$ cat src/rtl/uart_pkg.sv
// Shared UART types: parity modes, parity-engine FSM states and width limits.
package uart_pkg;

  typedef enum logic [2:0] {
    PAR_NONE  = 3'd0,
    PAR_EVEN  = 3'd1,
    PAR_ODD   = 3'd2,
    PAR_MARK  = 3'd3,
    PAR_SPACE = 3'd4
  } parity_mode_t;

  typedef enum logic [1:0] {
    ST_IDLE  = 2'd0,
    ST_ACCUM = 2'd1,
    ST_READY = 2'd2
  } par_state_t;

  localparam int MIN_DATA_W = 5;

  // Encodings 5..7 are reserved and fold onto PAR_NONE.
  function automatic parity_mode_t decode_mode(logic [2:0] m);
    case (m)
      3'd1:    return PAR_EVEN;
      3'd2:    return PAR_ODD;
      3'd3:    return PAR_MARK;
      3'd4:    return PAR_SPACE;
      default: return PAR_NONE;
    endcase
  endfunction

endpackage

$ cat src/rtl/uart_parity_engine_if.sv
// Handshake bundle between the UART shifters/frame FSMs and the parity engine.
// PARITY_ERR_CNT_EN adds the err_count/err_clr pair.
interface uart_parity_engine_if #(
  parameter int DATA_W = 8,
  parameter int LEN_W  = 5
`ifdef PARITY_ERR_CNT_EN
  , parameter int CNT_W = 8
`endif
);
  logic [2:0]        mode;
  logic [LEN_W-1:0]  frame_len;
  logic              par_load;
  logic [DATA_W-1:0] par_data;
  logic              ser_start;
  logic              ser_bit_valid;
  logic              ser_bit;
  logic              chk_valid;
  logic              chk_bit;
  logic              busy;
  logic              parity_valid;
  logic              parity_bit;
  logic              parity_err;
`ifdef PARITY_ERR_CNT_EN
  logic [CNT_W-1:0]  err_count;
  logic              err_clr;
`endif

  modport master (
`ifdef PARITY_ERR_CNT_EN
    input  err_count,
    output err_clr,
`endif
    output mode, frame_len, par_load, par_data, ser_start, ser_bit_valid,
    output ser_bit, chk_valid, chk_bit,
    input  busy, parity_valid, parity_bit, parity_err
  );

  modport slave (
`ifdef PARITY_ERR_CNT_EN
    output err_count,
    input  err_clr,
`endif
    input  mode, frame_len, par_load, par_data, ser_start, ser_bit_valid,
    input  ser_bit, chk_valid, chk_bit,
    output busy, parity_valid, parity_bit, parity_err
  );
endinterface

$ cat src/rtl/uart_parity_engine_parity_reduce.sv
// Masked XOR reduction: parity of data[len-1:0]. Shared with the RX checker path.
module parity_reduce #(
  parameter int DATA_W = 8,
  parameter int LEN_W  = 5
) (
  input  logic [DATA_W-1:0] data,
  input  logic [LEN_W-1:0]  len,
  output logic              parity
);
  always_comb begin
    parity = 1'b0;
    for (int i = 0; i < DATA_W; i++) begin
      if (LEN_W'(i) < len) parity = parity ^ data[i];
    end
  end
endmodule

$ cat src/rtl/uart_parity_engine.sv
// Parity generator/checker: one-shot parallel or bit-serial accumulation, then check.
// Optional feature macro: PARITY_ERR_CNT_EN (saturating mismatch counter with clear).
module uart_parity_engine
  import uart_pkg::*;
#(
  parameter int DATA_W = 8,
  parameter int LEN_W  = 5
`ifdef PARITY_ERR_CNT_EN
  , parameter int CNT_W = 8
`endif
) (
  input  logic                  clk,
  input  logic                  rst,
  uart_parity_engine_if.slave   bus
);

  if (DATA_W < MIN_DATA_W || DATA_W > 16) begin : g_bad_data_w
    $error("uart_parity_engine: DATA_W must be 5..16");
  end
  if ((1 << LEN_W) <= DATA_W) begin : g_bad_len_w
    $error("uart_parity_engine: LEN_W too narrow for DATA_W");
  end

  function automatic logic apply_mode(parity_mode_t m, logic raw);
    case (m)
      PAR_EVEN: return raw;
      PAR_ODD:  return ~raw;
      PAR_MARK: return 1'b1;
      default:  return 1'b0;
    endcase
  endfunction

  par_state_t   state_q, state_d;
  parity_mode_t mode_q, mode_d;
  logic [LEN_W-1:0] len_q, len_d;
  logic [LEN_W-1:0] cnt_q, cnt_d;
  logic acc_q, acc_d;
  logic busy_q, busy_d;
  logic pvalid_q, pvalid_d;
  logic pbit_q, pbit_d;
  logic perr_q, perr_d;

  logic [LEN_W-1:0] eff_len;
  logic [LEN_W-1:0] cnt_inc;
  logic             par_raw;
  parity_mode_t     mode_in;
  logic             can_start;

  // Out-of-range lengths (0 or wider than the datapath) mean a full-width frame.
  assign eff_len   = (bus.frame_len == '0 || bus.frame_len > LEN_W'(DATA_W))
                     ? LEN_W'(DATA_W) : bus.frame_len;
  assign mode_in   = decode_mode(bus.mode);
  assign cnt_inc   = cnt_q + LEN_W'(1);
  assign can_start = (state_q != ST_ACCUM);

  parity_reduce #(.DATA_W(DATA_W), .LEN_W(LEN_W)) u_reduce (
    .data   (bus.par_data),
    .len    (eff_len),
    .parity (par_raw)
  );

  always_comb begin
    state_d  = state_q;
    mode_d   = mode_q;
    len_d    = len_q;
    cnt_d    = cnt_q;
    acc_d    = acc_q;
    pbit_d   = pbit_q;
    pvalid_d = 1'b0;
    perr_d   = 1'b0;

    if (can_start && bus.par_load) begin
      mode_d   = mode_in;
      len_d    = eff_len;
      cnt_d    = '0;
      acc_d    = 1'b0;
      pbit_d   = apply_mode(mode_in, par_raw);
      pvalid_d = 1'b1;
      state_d  = ST_READY;
    end else if (can_start && bus.ser_start) begin
      // A strobe coincident with ser_start is the first bit of the new frame.
      mode_d  = mode_in;
      len_d   = eff_len;
      acc_d   = bus.ser_bit_valid & bus.ser_bit;
      cnt_d   = bus.ser_bit_valid ? LEN_W'(1) : '0;
      state_d = ST_ACCUM;
      if (bus.ser_bit_valid && eff_len == LEN_W'(1)) begin
        pbit_d   = apply_mode(mode_in, bus.ser_bit);
        pvalid_d = 1'b1;
        state_d  = ST_READY;
      end
    end else begin
      case (state_q)
        ST_ACCUM: begin
          if (bus.ser_bit_valid) begin
            acc_d = acc_q ^ bus.ser_bit;
            cnt_d = cnt_inc;
            if (cnt_inc == len_q) begin
              pbit_d   = apply_mode(mode_q, acc_q ^ bus.ser_bit);
              pvalid_d = 1'b1;
              state_d  = ST_READY;
            end
          end
        end
        ST_READY: begin
          if (bus.chk_valid) begin
            perr_d  = (bus.chk_bit != pbit_q) && (mode_q != PAR_NONE);
            state_d = ST_IDLE;
          end
        end
        default: ;
      endcase
    end

    busy_d = (state_d == ST_ACCUM);
  end

  always_ff @(posedge clk or posedge rst) begin
    if (rst) begin
      state_q  <= ST_IDLE;
      mode_q   <= PAR_NONE;
      len_q    <= '0;
      cnt_q    <= '0;
      acc_q    <= 1'b0;
      busy_q   <= 1'b0;
      pvalid_q <= 1'b0;
      pbit_q   <= 1'b0;
      perr_q   <= 1'b0;
    end else begin
      state_q  <= state_d;
      mode_q   <= mode_d;
      len_q    <= len_d;
      cnt_q    <= cnt_d;
      acc_q    <= acc_d;
      busy_q   <= busy_d;
      pvalid_q <= pvalid_d;
      pbit_q   <= pbit_d;
      perr_q   <= perr_d;
    end
  end

  assign bus.busy         = busy_q;
  assign bus.parity_valid = pvalid_q;
  assign bus.parity_bit   = pbit_q;
  assign bus.parity_err   = perr_q;

`ifdef PARITY_ERR_CNT_EN
  logic [CNT_W-1:0] err_count_q, err_count_d;

  // Counts alongside the registered pulse; a clear in the same cycle wins.
  always_comb begin
    err_count_d = err_count_q;
    if (bus.err_clr)                           err_count_d = '0;
    else if (perr_d && err_count_q != '1)      err_count_d = err_count_q + CNT_W'(1);
  end

  always_ff @(posedge clk or posedge rst) begin
    if (rst) err_count_q <= '0;
    else     err_count_q <= err_count_d;
  end

  assign bus.err_count = err_count_q;
`endif

endmodule

$ cat src/flat_wrapper.sv
// flat-port wrapper written by rule: the top's interface ports become plain ports
module uart_parity_engine_flat import uart_pkg::*;
#(
  parameter int DATA_W = 8,
  parameter int LEN_W  = 5

)
  (clk, rst, bus_mode, bus_frame_len, bus_par_load, bus_par_data, bus_ser_start, bus_ser_bit_valid, bus_ser_bit, bus_chk_valid, bus_chk_bit, bus_busy, bus_parity_valid, bus_parity_bit, bus_parity_err);
  uart_parity_engine_if #(.DATA_W(DATA_W), .LEN_W(LEN_W)) bus_i ();
  input  logic clk;
  input  logic rst;
  input wire logic [$bits(bus_i.mode)-1:0] bus_mode;
  input wire logic [$bits(bus_i.frame_len)-1:0] bus_frame_len;
  input wire logic [$bits(bus_i.par_load)-1:0] bus_par_load;
  input wire logic [$bits(bus_i.par_data)-1:0] bus_par_data;
  input wire logic [$bits(bus_i.ser_start)-1:0] bus_ser_start;
  input wire logic [$bits(bus_i.ser_bit_valid)-1:0] bus_ser_bit_valid;
  input wire logic [$bits(bus_i.ser_bit)-1:0] bus_ser_bit;
  input wire logic [$bits(bus_i.chk_valid)-1:0] bus_chk_valid;
  input wire logic [$bits(bus_i.chk_bit)-1:0] bus_chk_bit;
  output wire logic [$bits(bus_i.busy)-1:0] bus_busy;
  output wire logic [$bits(bus_i.parity_valid)-1:0] bus_parity_valid;
  output wire logic [$bits(bus_i.parity_bit)-1:0] bus_parity_bit;
  output wire logic [$bits(bus_i.parity_err)-1:0] bus_parity_err;
  assign bus_i.mode = bus_mode;
  assign bus_i.frame_len = bus_frame_len;
  assign bus_i.par_load = bus_par_load;
  assign bus_i.par_data = bus_par_data;
  assign bus_i.ser_start = bus_ser_start;
  assign bus_i.ser_bit_valid = bus_ser_bit_valid;
  assign bus_i.ser_bit = bus_ser_bit;
  assign bus_i.chk_valid = bus_chk_valid;
  assign bus_i.chk_bit = bus_chk_bit;
  assign bus_busy = bus_i.busy;
  assign bus_parity_valid = bus_i.parity_valid;
  assign bus_parity_bit = bus_i.parity_bit;
  assign bus_parity_err = bus_i.parity_err;
  uart_parity_engine #(.DATA_W(DATA_W), .LEN_W(LEN_W)) u_core (.clk(clk), .rst(rst), .bus(bus_i));
endmodule
$ cat config.mk
export PLATFORM = sky130hd
export DESIGN_NAME = uart_parity_engine_flat
export DESIGN_NICKNAME = d
export VERILOG_FILES = /design/src/rtl/uart_pkg.sv /design/src/rtl/uart_parity_engine_if.sv /design/src/rtl/uart_parity_engine_parity_reduce.sv /design/src/rtl/uart_parity_engine.sv /design/src/flat_wrapper.sv
export SDC_FILE = /design/constraint.sdc
export NUM_CORES = 1
export LEC_CHECK = 0
export CAP_MARGIN = 0
export CORE_MARGIN = 2
export CORE_UTILIZATION = 55
export CTS_CLUSTER_SIZE = 40
export DETAILED_ROUTE_END_ITERATION = 10
export DONT_BUFFER_PORTS = 1
export GPL_TIMING_DRIVEN = 0
export PLACE_DENSITY_LB_ADDON = 0.08
export SETUP_SLACK_MARGIN = 0.5
export SLEW_MARGIN = 20
export SYNTH_ARGS = -nofsm -noshare
export SYNTH_HDL_FRONTEND = slang
export SYNTH_SLANG_ARGS = --single-unit
export TNS_END_PERCENT = 5
$ cat constraint.sdc
create_clock -name clk -period 2.9 [get_ports clk]
set_input_delay 0.29 -clock clk [delete_from_list [all_inputs] [get_ports clk]]
set_output_delay 0.29 -clock clk [all_outputs]
set_load 0.01 [all_outputs]
Word-level counts from Yosys, hierarchy flattened
Index checks and enable logic that the tools add are counted.
{"block": "word_totals", "romBits": 0, "ff_bits": 20, "inputBits": 24, "elab_cells": 111, "mem_count": 0, "latch_bits": 0, "ramBits": 0}
{"block": "classes", "n_div": 0, "n_eq_ne": 18, "order_cmp": 9, "mul": 0, "n_reduce_logical": 13, "bitwise_logic": 12, "shift": 0, "n_addsub": 1, "mux": 49}
{"cell": "two-way mux 5 bit", "n": 7}
{"cell": "two-way mux 1 bit", "n": 29}
{"cell": "less-than comparator 3 x 5 -> 1 bit, first input constant", "n": 4}
{"cell": "== test 3 x 2 -> 1 bit, second input constant", "n": 6}
{"cell": "two-way mux 2 bit", "n": 6}
{"cell": "one-hot mux 3 bit (4 select lines)", "n": 1}
{"cell": "nonzero test 3 bit", "n": 4}
{"cell": "less-than comparator 1 x 5 -> 1 bit, first input constant", "n": 2}
{"cell": "less-than comparator 2 x 5 -> 1 bit, first input constant", "n": 2}
{"cell": "== test 3 x 1 -> 1 bit, second input constant", "n": 3}
{"cell": "one-hot mux 1 bit (3 select lines)", "n": 3}
{"cell": "XOR 1 bit", "n": 8}
{"cell": "two-way mux 3 bit", "n": 2}
{"cell": "adder 5 x 1 -> 5 bit, second input constant", "n": 1}
{"cell": "== test 5 x 1 -> 1 bit, second input constant", "n": 1}
{"cell": "== test 5 bit", "n": 1}
{"cell": "> comparator 5 x 4 -> 1 bit, second input constant", "n": 1}
{"cell": "logical NOT 5 bit", "n": 1}
{"cell": "== test 2 x 1 -> 1 bit, second input constant", "n": 2}
{"cell": "logical AND 1 bit", "n": 4}
{"cell": "one-hot mux 2 bit (2 select lines)", "n": 1}
{"cell": "AND reduction 4 bit", "n": 1}
{"cell": "== test 3 bit, second input constant", "n": 1}
{"cell": "inequality test 3 x 2 -> 1 bit, second input constant", "n": 1}
{"cell": "other kinds (8)", "n": 10}

Longest topological paths before layout
{"block": "depth", "word_depth": 22, "depth_mapped": 9, "mapped_depth_nobuf": 8}

Cells and area by module
A second synthesis with hierarchy kept.
{"block": "unflattened", "hier_cells": 144, "hier_area_um2": 1362.6}
{"module": "uart_parity_engine", "cells_each": 121, "area_per_inst_um2": 1172.4, "instances": 1}
{"module": "parity_reduce", "cells_each": 23, "area_per_inst_um2": 190.2, "instances": 1}

Worst setup path after synthesis
OpenSTA, ideal clock, no wires.
{"block": "synth_timing", "path_kind": "register to register", "start": "register u_core.cnt_q[0]", "end": "register u_core.pbit_q (netlist: u_core.bus.parity_bit)", "setup_time_ns": 0.133, "n_path_buf": 0, "required_ns": 2.767, "arrival_time_ns": 1.900, "slack_ns": 0.867, "synth_period_minus_slack_ns": 2.033, "path_stages_with_launch": 9, "path_cell_list": "dfrtp_1 -> ha_1 -> xor2_1 -> o211ai_1 -> a21oi_1 -> nor4_1 -> a21bo_2 -> mux2i_1 -> o211ai_1"}
{"block": "synth_between", "elab_chain_len": 4}
{"element": "from (decl)", "line": "uart_parity_engine.sv:36", "source": "logic [LEN_W-1:0] cnt_q, cnt_d;"}
{"element": "from (signal assigned)", "line": "uart_parity_engine.sv:133", "source": "cnt_q <= cnt_d;"}
{"element": "adder 5 x 1 -> 5 bit", "line": "uart_parity_engine.sv:53", "source": "assign cnt_inc = cnt_q + LEN_W'(1);"}
{"element": "== test 5 bit", "line": "uart_parity_engine.sv:98", "source": "if (cnt_inc == len_q) begin"}
{"element": "nonzero test 3 bit (no source line)"}
{"element": "AND reduction 4 bit (no source line)"}
{"element": "to (signal assigned)", "line": "uart_parity_engine.sv:137", "source": "pbit_q <= pbit_d;"}
{"element": "to (decl)", "line": "uart_parity_engine.sv:40", "source": "logic pbit_q, pbit_d;"}
Every way passes these cells.
A chain may end at the register's enable or synchronous reset.

Worst setup path after layout
Ends and elaborated chain as after synthesis.

==> results.cfg <==
[final_layout]
drive_gt1_share_pct = 8.78
fin_util_pct = 61.5
n_antenna_cell = 0
syn2layout_area_growth_pct = 4.92
final_cells = 176
final_cell_area_mm2 = 0.00136
mostFrequentLayoutCell = dfrtp_1
layout_common_cells = dfrtp_1, nand2_1, o21ai_0
layout.nets = 177

[drt]
wire_per_inst_um = 14.3
drtIter0Drc = 22
vias_per_cell = 6.13
drc = 0
routed_wl_mm = 2.51
vias = 1078
drtAntennaViolNets = 0
drtPass1Iterations = 5

[clocking]
postCtsHoldBufs = 0
h-tree-depth = 1
cts_resized = 0
cts.sinks = 20
post-cts-setup-buffer-count = 0
clock-root-buffer = clkbuf_4
cts_buffer_depth = 2
cts_buffers = 3
clk_latency_ps = 290
cts_tree = built
clk_pin_slew_ps = 110

[critical_path]
worstSetupPathType = reg -> reg
crit_arrival_ps = 2390
path_max_fanout = 5
cp-end-kind = flop
critPathLaunchType = flop
reg2regPathDepth = 8
crit_required_ps = 3080

[timing]
rsz0062_at_grt = no
max_slew.worst_pin.slew_ps = 763
finalCritPeriodShare_pct = 76.3
slew_violations = 0
clock_skew_ps = 2.70
fin_setup_tns_ps = 0
layout_min_cycle_time_ps = 2210
fmax_mhz = 452
hold_viol = 0
setup_viol = 0
relSlewSlack_pct = 49.1

[power]
power_density_mw_per_mm2 = 573
p_total_uw = 780
leakagePower_uw = 0.000582
vdd_drop_max_v = 0.000368

[yosys]
ys_ff_latch = 20
netlist_area_mm2 = 0.00130
synth_top_area_share_pct = 38.6
synth_nets = 172
seq_area_frac_synth_pct = 38.6
synthArstFlopShare_pct = 100
yosysWarnings = 0
synth.distinct_cells = 40
syn_avg_cell_area_um2 = 8.95
synth_edf_count = 0
synthCells = 145
ys_top_cells_by_area = dfrtp_1, nand2_1, o21ai_0
synth_top_area_cell = dfrtp_1
ys.flop_type = dfrtp_1

[grt]
grt_overflow = 0
grt_pass1_vias = 1037
grt_usage_pct = 21.0
antenna_found_initial = 0
grt_max_degree = 21
grt_pass1_wl_mm = 4.26

[floorplan]
die_w_um = 52.6
ios = 28
dieArea_mm2 = 0.00276
core_mm2 = 0.00221
start_util_pct = 58.7
rows = 17
die_y_um = 52.6

[placement]
placed_cells = 173
port_buffers = 0
place_area_mm2 = 0.00133
place_hpwl_mm = 1.94
gp_congestion = 0.790

[worst_hold_path]
hp-class = in -> async

[job]
max-cap-violations = 0

[status]
status = finished clean
==> synthesized netlist by cell type (2+ instances only) <==
| cell | count |
|---|---|
| a21oi_1 | 7 |
| clkbuf_1 | 2 |
| clkbuf_8 | 2 |
| dfrtp_1 | 20 |
| ha_1 | 3 |
| inv_1 | 7 |
| mux2i_1 | 2 |
| nand2_1 | 19 |
| nand2b_1 | 2 |
| nand3_1 | 8 |
| nand3b_1 | 2 |
| nand4_1 | 3 |
| nor2_1 | 8 |
| nor3_1 | 4 |
| nor4_1 | 2 |
| o211ai_1 | 4 |
| o21ai_0 | 14 |
| o41ai_1 | 3 |
| xnor2_1 | 6 |
| xor2_1 | 7 |
==> path summary, 6_finish.rpt <==
path,slack (ps),endpoint,start
setup / recovery,690,u_core.bus.parity_bit,u_core.cnt_q[0]
hold / removal,4,u_core.cnt_q[3],rst
setup reg to reg,690,u_core.bus.parity_bit,u_core.cnt_q[0]
hold reg to reg,510,u_core.mode_q[2],u_core.mode_q[2]
max in group asynchronous,2420,u_core.mode_q[2],rst
min in group clk,70,u_core.mode_q[2],bus_mode[0]
==> registers in the layout, summed over array words and instances (netlist names) <==
signal	count
u_core.cnt_q	5
u_core.len_q	5
u_core.mode_q	3
u_core.state_q	2
u_core.acc_q	1
u_core.bus.busy	1
u_core.bus.parity_bit	1
u_core.bus.parity_err	1
u_core.bus.parity_valid	1
==> cell families after synthesis <==
group,after synthesis,share of synthesized area (%)
compound gates,37,17.9
xor+xnor,14,10.5
fa+ha+maj,3,2.89
buf+inv,12,5.59
flops,20,38.6
mux,3,2.41
simple gates,56,22.1
==> stage by stage <==
stage	setup slack [ps]	hold slack, ps
3_5_place_dp	584	360
5_1_grt	520	57.5
4_1_cts	570	30.2
2_1_floorplan	867	254
3_3_place_gp	635	343
6_report	688	4.42
==> worst max-delay path, cell delays in order, from the launching register on <==
cell	delay [ps]
dfrtp_1	460
ha_1	290
xor2_1	180
o211ai_1	160
a21oi_1	110
nor4_2	390
a21bo_2	230
mux2i_1	190
o211ai_1	100
==> layout make-up <==
| class | instances | area (um^2) |
|---|---|---|
| sequential | 20 | 500 |
| inverter | 7 | 26.3 |
| buffer | 5 | 46.3 |
| fill | 199 | 851 |
| tap | 28 | 35.0 |
| clock buffer | 3 | 22.5 |
| multi-input combinational | 113 | 731 |
==> power by group <==
group	leakage (uW)	internal, uW	switching, uW
Combinational	0.000306	121	147
Sequential	0.000263	330	52.0
Clock	0.0000138	48.3	81.7
Total	0.000582	499	281
==> routing by layer <==
layer / vias to the layer above / wire length, um / GRT usage, %
li1: 529 / - / -
met1: 506 / 1170 / 27.4
met2: 39 / 1170 / 33.8
met3: 4 / 143 / 4.29
met4: 0 / 29 / 8.55
met5: - / 0 / 0
Note: power is estimated with default switching activity, not from simulation.
